### src/rtl/load_store_unit.sv
// Load/store unit: one outstanding memory access per request, with alignment,
// lane steering, load extension and a bounded wait for the memory response.
module load_store_unit #(
    parameter int unsigned TIMEOUT_CYC = 64
) (
    input  logic        clk,
    input  logic        reset,
    input  logic        req_valid,
    input  logic        req_we,
    input  logic [1:0]  req_size,
    input  logic        req_unsigned,
    input  logic [31:0] req_addr,
    input  logic [31:0] req_wdata,
    output logic        req_ready,
    output logic        stall,
    output logic        rsp_valid,
    output logic [31:0] rsp_rdata,
    output logic        rsp_err,
    output logic        mem_req,
    output logic        mem_we,
    output logic [31:0] mem_addr,
    output logic [3:0]  mem_be,
    output logic [31:0] mem_wdata,
    input  logic        mem_gnt,
    input  logic        mem_rvalid,
    input  logic [31:0] mem_rdata
);

    localparam int unsigned CNT_W  = 8;
    localparam int unsigned DATA_W = 32;

    typedef enum logic [1:0] {
        IDLE  = 2'd0,
        ISSUE = 2'd1,
        WAIT  = 2'd2,
        RESP  = 2'd3
    } state_t;

    state_t              state;
    state_t              state_next;
    logic                cap_we;
    logic [1:0]          cap_size;
    logic                cap_unsigned;
    logic [1:0]          cap_lane;
    logic [CNT_W-1:0]    cnt;
    logic                misalign_c;
    logic [3:0]          be_c;
    logic [DATA_W-1:0]   wdata_c;
    logic [DATA_W-1:0]   shifted_c;
    logic [DATA_W-1:0]   load_c;
    logic                timeout_c;
    logic [DATA_W-1:0]   rsp_rdata_next;
    logic                rsp_err_next;

    // Request decode: alignment check and lane steering for the incoming request
    always_comb begin
        misalign_c = 1'b1;
        be_c       = 4'b0000;
        wdata_c    = req_wdata;
        case (req_size)
            2'b00: begin
                misalign_c = 1'b0;
                be_c       = 4'b0001 << req_addr[1:0];
                wdata_c    = {4{req_wdata[7:0]}};
            end
            2'b01: begin
                misalign_c = req_addr[0];
                be_c       = 4'b0011 << {req_addr[1], 1'b0};
                wdata_c    = {2{req_wdata[15:0]}};
            end
            2'b10: begin
                misalign_c = (req_addr[1:0] != 2'b00);
                be_c       = 4'b1111;
                wdata_c    = req_wdata;
            end
            default: begin
                misalign_c = 1'b1;
                be_c       = 4'b0000;
                wdata_c    = req_wdata;
            end
        endcase
    end

    // Load data: shift the addressed lane down, then extend to 32 bits
    always_comb begin
        shifted_c = mem_rdata >> {cap_lane, 3'b000};
        load_c    = shifted_c;
        case (cap_size)
            2'b00:   load_c = cap_unsigned ? {24'd0, shifted_c[7:0]}
                                           : {{24{shifted_c[7]}}, shifted_c[7:0]};
            2'b01:   load_c = cap_unsigned ? {16'd0, shifted_c[15:0]}
                                           : {{16{shifted_c[15]}}, shifted_c[15:0]};
            default: load_c = shifted_c;
        endcase
    end

    assign timeout_c = (cnt == CNT_W'(TIMEOUT_CYC - 1));

    always_ff @(posedge clk or negedge reset) begin
        if (!reset) begin
            state <= IDLE;
        end else begin
            state <= state_next;
        end
    end

    // Next state and the response that would be latched on RESP entry
    always_comb begin
        state_next     = state;
        rsp_rdata_next = '0;
        rsp_err_next   = 1'b1;
        case (state)
            IDLE: begin
                if (req_valid) begin
                    state_next = misalign_c ? RESP : ISSUE;
                end
            end
            ISSUE: begin
                if (timeout_c) begin
                    state_next = RESP;
                end else if (mem_gnt) begin
                    state_next = WAIT;
                end
            end
            WAIT: begin
                if (mem_rvalid) begin
                    state_next     = RESP;
                    rsp_err_next   = 1'b0;
                    rsp_rdata_next = cap_we ? '0 : load_c;
                end else if (timeout_c) begin
                    state_next = RESP;
                end
            end
            RESP: begin
                state_next = IDLE;
            end
            default: begin
                state_next = IDLE;
            end
        endcase
    end

    always_comb begin
        req_ready = 1'b0;
        stall     = 1'b0;
        mem_req   = 1'b0;
        mem_we    = 1'b0;
        rsp_valid = 1'b0;
        case (state)
            IDLE: begin
                req_ready = 1'b1;
                stall     = req_valid;
            end
            ISSUE: begin
                stall   = 1'b1;
                mem_req = 1'b1;
                mem_we  = cap_we;
            end
            WAIT: begin
                stall = 1'b1;
            end
            RESP: begin
                rsp_valid = 1'b1;
            end
            default: begin
                req_ready = 1'b0;
            end
        endcase
    end

    // Request capture, timeout counter and response registers
    always_ff @(posedge clk or negedge reset) begin
        if (!reset) begin
            cap_we       <= 1'b0;
            cap_size     <= 2'b00;
            cap_unsigned <= 1'b0;
            cap_lane     <= 2'b00;
            mem_addr     <= '0;
            mem_be       <= '0;
            mem_wdata    <= '0;
            cnt          <= '0;
            rsp_rdata    <= '0;
            rsp_err      <= 1'b0;
        end else begin
            if (state == IDLE && req_valid) begin
                cap_we       <= req_we;
                cap_size     <= req_size;
                cap_unsigned <= req_unsigned;
                cap_lane     <= req_addr[1:0];
                mem_addr     <= {req_addr[31:2], 2'b00};
                mem_be       <= be_c;
                mem_wdata    <= wdata_c;
                cnt          <= '0;
            end else if (state == ISSUE || state == WAIT) begin
                cnt <= cnt + CNT_W'(1);
            end
            if (state != RESP && state_next == RESP) begin
                rsp_rdata <= rsp_rdata_next;
                rsp_err   <= rsp_err_next;
            end
        end
    end

endmodule

### config.mk
export PLATFORM = sky130hd
export DESIGN_NAME = load_store_unit
export DESIGN_NICKNAME = d
export VERILOG_FILES = /design/src/rtl/load_store_unit.sv
export SDC_FILE = /design/constraint.sdc
export NUM_CORES = 1
export LEC_CHECK = 0
export CORE_MARGIN = 2
export CORE_UTILIZATION = 40
export DETAILED_ROUTE_END_ITERATION = 8
export PLACE_DENSITY_LB_ADDON = 0.3
export SKIP_LAST_GASP = 1
export SLEW_MARGIN = 20
export SYNTH_ARGS = -nofsm -noshare
export SYNTH_HDL_FRONTEND = slang
export SYNTH_SLANG_ARGS = --single-unit
export TNS_END_PERCENT = 5
### constraint.sdc
create_clock -name clk -period 2.16 [get_ports clk]
set_input_delay 0.324 -clock clk [delete_from_list [all_inputs] [get_ports clk]]
set_output_delay 0.324 -clock clk [all_outputs]
set_load 0.05 [all_outputs]
Word level (Yosys, flattened, before mapping):

Cells that the tools add are included.

* word-level logic and storage cells: 58
* output and inout port bits: 106
* input bits: 105
* bits in registers: 115

* muxes and demuxes: 25
* equal/unequal tests: 9
* shifts and indexed selects: 3
* add/sub/neg operators: 1
* reductions and logical operators: 9

Operators with widths (number)
* 2-to-1 mux 32 bit: 5
* case mux 32 bit (2 select lines): 2
* right shift 32 x 5 -> 32 bit: 1
* 2-to-1 mux 8 bit: 2
* 2-to-1 mux 2 bit: 6
* case mux 4 bit (3 select lines): 1
* adder 8 x 1 -> 8 bit, second input constant: 1
* equality test 2 bit, second input constant: 4
* equality test 8 x 6 -> 1 bit, second input constant: 1
* case mux 2 bit (4 select lines): 1
* equality test 2 x 1 -> 1 bit, second input constant: 3
* zero test 2 bit: 3
* 2-to-1 mux 1 bit: 6
* nonzero test 2 bit: 2
* << shifter 1 x 2 -> 4 bit, first input constant: 1
* << shifter 2 x 2 -> 4 bit, first input constant: 1
* case mux 1 bit (3 select lines): 1
* logical AND 1 bit: 2
* inequality test 2 bit, second input constant: 1
* case mux 1 bit (2 select lines): 1
* OR reduction 2 bit: 1
* logical OR 1 bit: 1

Longest topological paths before layout:

* word-level depth: 7
* mapped depth: 8
* mapped depth without buffers: 7

Worst setup path after synthesis:

Ideal clock, no wire load.

* kind: register to register
* start point: register state[1]
* end point: register rsp_rdata[22]
* stages on the path, launching flop included: 7
* slack: -0.303 ns
* arrival time: 2.339 ns
* required time: 2.035 ns
* period minus slack after synthesis: 2.463 ns
* path buffers: 1
* library setup time: 0.125 ns
* cells stage by stage: dfrtp_1 inv_1 ha_1 o21ai_0 a221oi_4 buf_6 mux2_2

* longest elaborated chain between the ends: 5
* elaborated cells between the ends (all ways): 14
* those cells by class: eq/ne: 5; mux: 7; reduce/logical: 2

RTL lines
* start: declaration: RTL line 39 `state_t state;`
* start signal: assignment: RTL line 103 `state <= state_next;`
* 2-to-1 mux 2 bit (on tied branches): RTL line 130, 121
* 2-to-1 mux 2 bit (on tied branches): RTL line 126, 119
* case mux 2 bit (4 select lines): RTL line 112 `case (state)`
* equality test 2 bit: RTL line 197 `if (state != RESP && state_next == RESP) begin`
* logical AND 1 bit: RTL line 197
* end signal: assignment: RTL line 198 `rsp_rdata <= rsp_rdata_next;`
* end: declaration: RTL line 17 `output logic [31:0] rsp_rdata,`

Parallel ways exist; a longest one is shown, timed or not.
A chain may end at the register's enable or synchronous reset.

Worst setup path after layout:

* start point: register state[0]
* end point: register rsp_rdata[4]

The elaborated chain is that of the path after synthesis.

==> results <==
==> routing by layer <==
metal / share of wire / global-route usage
met1: 0.40 / 0.276
met2: 0.48 / 0.377
met3: 0.097 / 0.0866
met4: 0.022 / 0.0754
met5: 0 / 0
==> state kept, by name, summed over array words and instances, names as in the netlist <==
name,count
mem_be,4
cap_size,2
cap_lane,2
rsp_rdata,32
rsp_err,1
cap_we,1
cap_unsigned,1
mem_addr,30
cnt,8
mem_wdata,32
state,2
==> cell type report <==
class,instances,area (sq um),share of cell area
timing repair buffer,250,2530,0.286
sequential,115,2880,0.326
tap,180,225,0.0255
inverter,12,45.0,0.00510
multi-input combinational,419,2540,0.288
clock inverter,9,128,0.0145
clock buffer,22,484,0.0548
==> worst min path at each step <==
stage                      start                        end  cells past startpoint
global placement           reset  mem_wdata[14]$_DFFE_PN0P_                      1
global route        req_addr[20]   mem_addr[20]$_DFFE_PN0P_                      3
CTS                 req_addr[12]   mem_addr[12]$_DFFE_PN0P_                      3
floorplan                  reset    cap_lane[0]$_DFFE_PN0P_                      0
finish              req_addr[12]   mem_addr[12]$_DFFE_PN0P_                      3
detailed placement         reset   mem_wdata[7]$_DFFE_PN0P_                      1
==> stage by stage <==
stage / area, sq um / power [W] / util / cells / TNS (ns)
final: 8830 / 0.0151 / 0.644 / 1007 / -2.21
after global routing: 8830 / 0.0159 / 0.644 / 1007 / -5.39
after CTS: 8640 / 0.0148 / 0.630 / 996 / -0.00783
after detailed placement: 8010 / 0.0118 / 0.584 / 964 / -3.68
after global placement: 8010 / 0.0117 / 0.584 / 964 / -3.05
after floorplan: 5580 / 0.00890 / - / 584 / -1.59
==> logic make-up after synthesis <==
kind of cell               after synthesis  synth area share
xor gates and xnor gates                 6           0.00944
muxes                                   76             0.144
AOI/OAI and AO/OA                       93             0.102
adders and majority gates                5            0.0112
buffers and inverters                   50            0.0398
DFF                                    115             0.517
other                                    1          0.000673
and+or+nand+nor                        237             0.175
==> power by group <==
group	switching, W	leakage, nW	internal, W
Clock	0.000955	0.294	0.00192
Combinational	0.00540	2.26	0.00310
Sequential	0.000630	1.48	0.00310
Total	0.00699	4.03	0.00812
==> worst register-to-register path, stage by stage (launching register included) <==
cell,delay [ns]
dfrtp_1,0.38
inv_2,0.11
ha_4,0.15
buf_4,0.12
nand2_1,0.08
o21ai_2,0.08
o21ai_2,0.11
a221oi_4,0.43
clkbuf_16,0.22
buf_6,0.14
mux2_1,0.33
==> Yosys cell counts <==
master,count,area (sq um)
nor2b_1,11,68.8
mux2_2,14,158
mux4_2,1,22.5
or3_1,2,12.5
a211oi_1,22,165
o21ai_0,41,205
nand3_2,1,10.0
nor3_1,2,10.0
and2_1,2,12.5
clkbuf_1,27,101
nand2_1,169,634
mux2i_1,50,500
a21oi_1,23,115
ha_1,5,62.6
dfrtp_1,115,2880
o41ai_2,1,16.3
o31ai_1,1,7.51
nor2_1,40,150
nor4_4,1,21.3
o2111ai_1,1,8.76
nand2b_1,2,12.5
o21ai_2,1,8.76
nand4_1,2,12.5
a221oi_4,1,26.3
o31a_1,1,8.76
conb_1,1,3.75
and3_1,1,6.26
or3b_2,1,8.76
nand3_1,2,10.0
buf_4,2,15.0
inv_1,12,45.0
xor2_1,4,35.0
nand3b_1,1,7.51
xnor2_1,2,17.5
mux2_1,11,124
buf_1,3,11.3
buf_6,3,33.8
buf_2,3,15.0
a21o_1,1,7.51
==> what timing repair did <==
action,4_1_cts,5_1_grt
hold buffers,1,0
resized for setup,1,23
cloned,0,2
setup endpoints to repair,8,33
endpoints found under the hold margin,41,0
setup buffers,0,10
pin swaps,0,6
==> metrics.txt <==
critical path endpoint rsp_rdata[4]$_DFFE_PN0P_; CP Depth 10; Overflow after GRT 0; Die H 122 um; Initial Utilization 0.406; Setup violations, final 32; worst skew pair latency 0.41 ns; Worst Path Buf+Inv 4; total track usage 0.229; clock skew ~0.0073 ns; VDD IR-drop max 0.00105 V; most frequent cells in the layout clkdlybuf4s50_1, nand2_1, dfrtp_1; clk buf depth 2; fin crit period 2.27 ns; Critical Path RT between 2 and 2.5 ns; Synth Instances 583; initial antenna violation count 0; CTS tree yes; antenna fix cells 0; DR iter-0 viols around 250; worst min-delay path class in -> reg; fraction of final layout cells with drive strength greater than 1 0.137; fmax between 400 and 500 MHz; Reg-to-Reg Start state[0]$_DFF_PN0_; area grow syn2layout 58.6%; Power Dens Cells 1710 nW/um^2; R2R cell count 10; Die X 122 um; Slowest cell on crit path a221oi_4; Core Region approximately 14000 sq um; CP endpoint kind flip-flop; commonest non-fill, non-tap cell in the layout clkdlybuf4s50_1; worst-path maximum fanout 7; vias per std cell ~5.1; Final Hold Fails 0; IO buf count between 200 and 250; hold_ws ~0.44 ns; synthesis-stage register bit count between 100 and 150; Synth Warn # 0; DRC Markers 0; GPL Wtd Cong roughly 0.86; status complete, but fails checks; total routed wirelength 17200 um; family with the most delay on the worst path compound AO/OA/AOI/OAI gates; P_leak 4.03 nW; Fillers 1135; Root Buffer Master clkbuf_16; first-pass GRT wire length ~26000 um; via count 5108; crit-path max cell delay 0.43 ns; relative slew slack 0.368; most used cell, CP o21ai_2; Post-Syn Area 5570 sq um; r2r setup slk -0.11 ns; Worst Setup Path Type reg -> reg; Least-Margin Pin Slew about 0.94 ns; Clock H-tree levels 4; vias in the first global route between 5000 and 6000; clock-pin slew on the worst setup and hold paths 0.05 ns; DP Worst Slack -0.129 ns; row count 43; RSZ-0062 raised after global routing true; worst path arrival time 2.56 ns; Cell Chain, Critical Path inv_2, ha_4, buf_4, nand2_1, o21ai_2, o21ai_2, a221oi_4, clkbuf_16, buf_6, mux2_1; fin nets slightly above 900; failing checks setup timing; Startpoint Class flip-flop; post-synth cell types 39; Critical path origin state[0]$_DFF_PN0_; # Max-Cap Violations 0; largest net degree at the start of global routing 67; Pre-antenna DRT Iters 4; WL/cell ~17 um; IO Count roughly 210; r2r endpoint rsp_rdata[4]$_DFFE_PN0P_; Num Clock Sinks 115; remaining antenna violation count 0; Total Die Area 14900 sq um; Final period util 1.05; Seq/Total Area, Yosys 0.517; HPWL after detailed placement about 12000 um; Pins Over Slew Limit 0; slack of the critical path -0.109 ns; TritonCTS Buffers 17; syn_area_per_cell about 9.6 sq um
No activity file was read; power rests on OpenSTA's default activity.
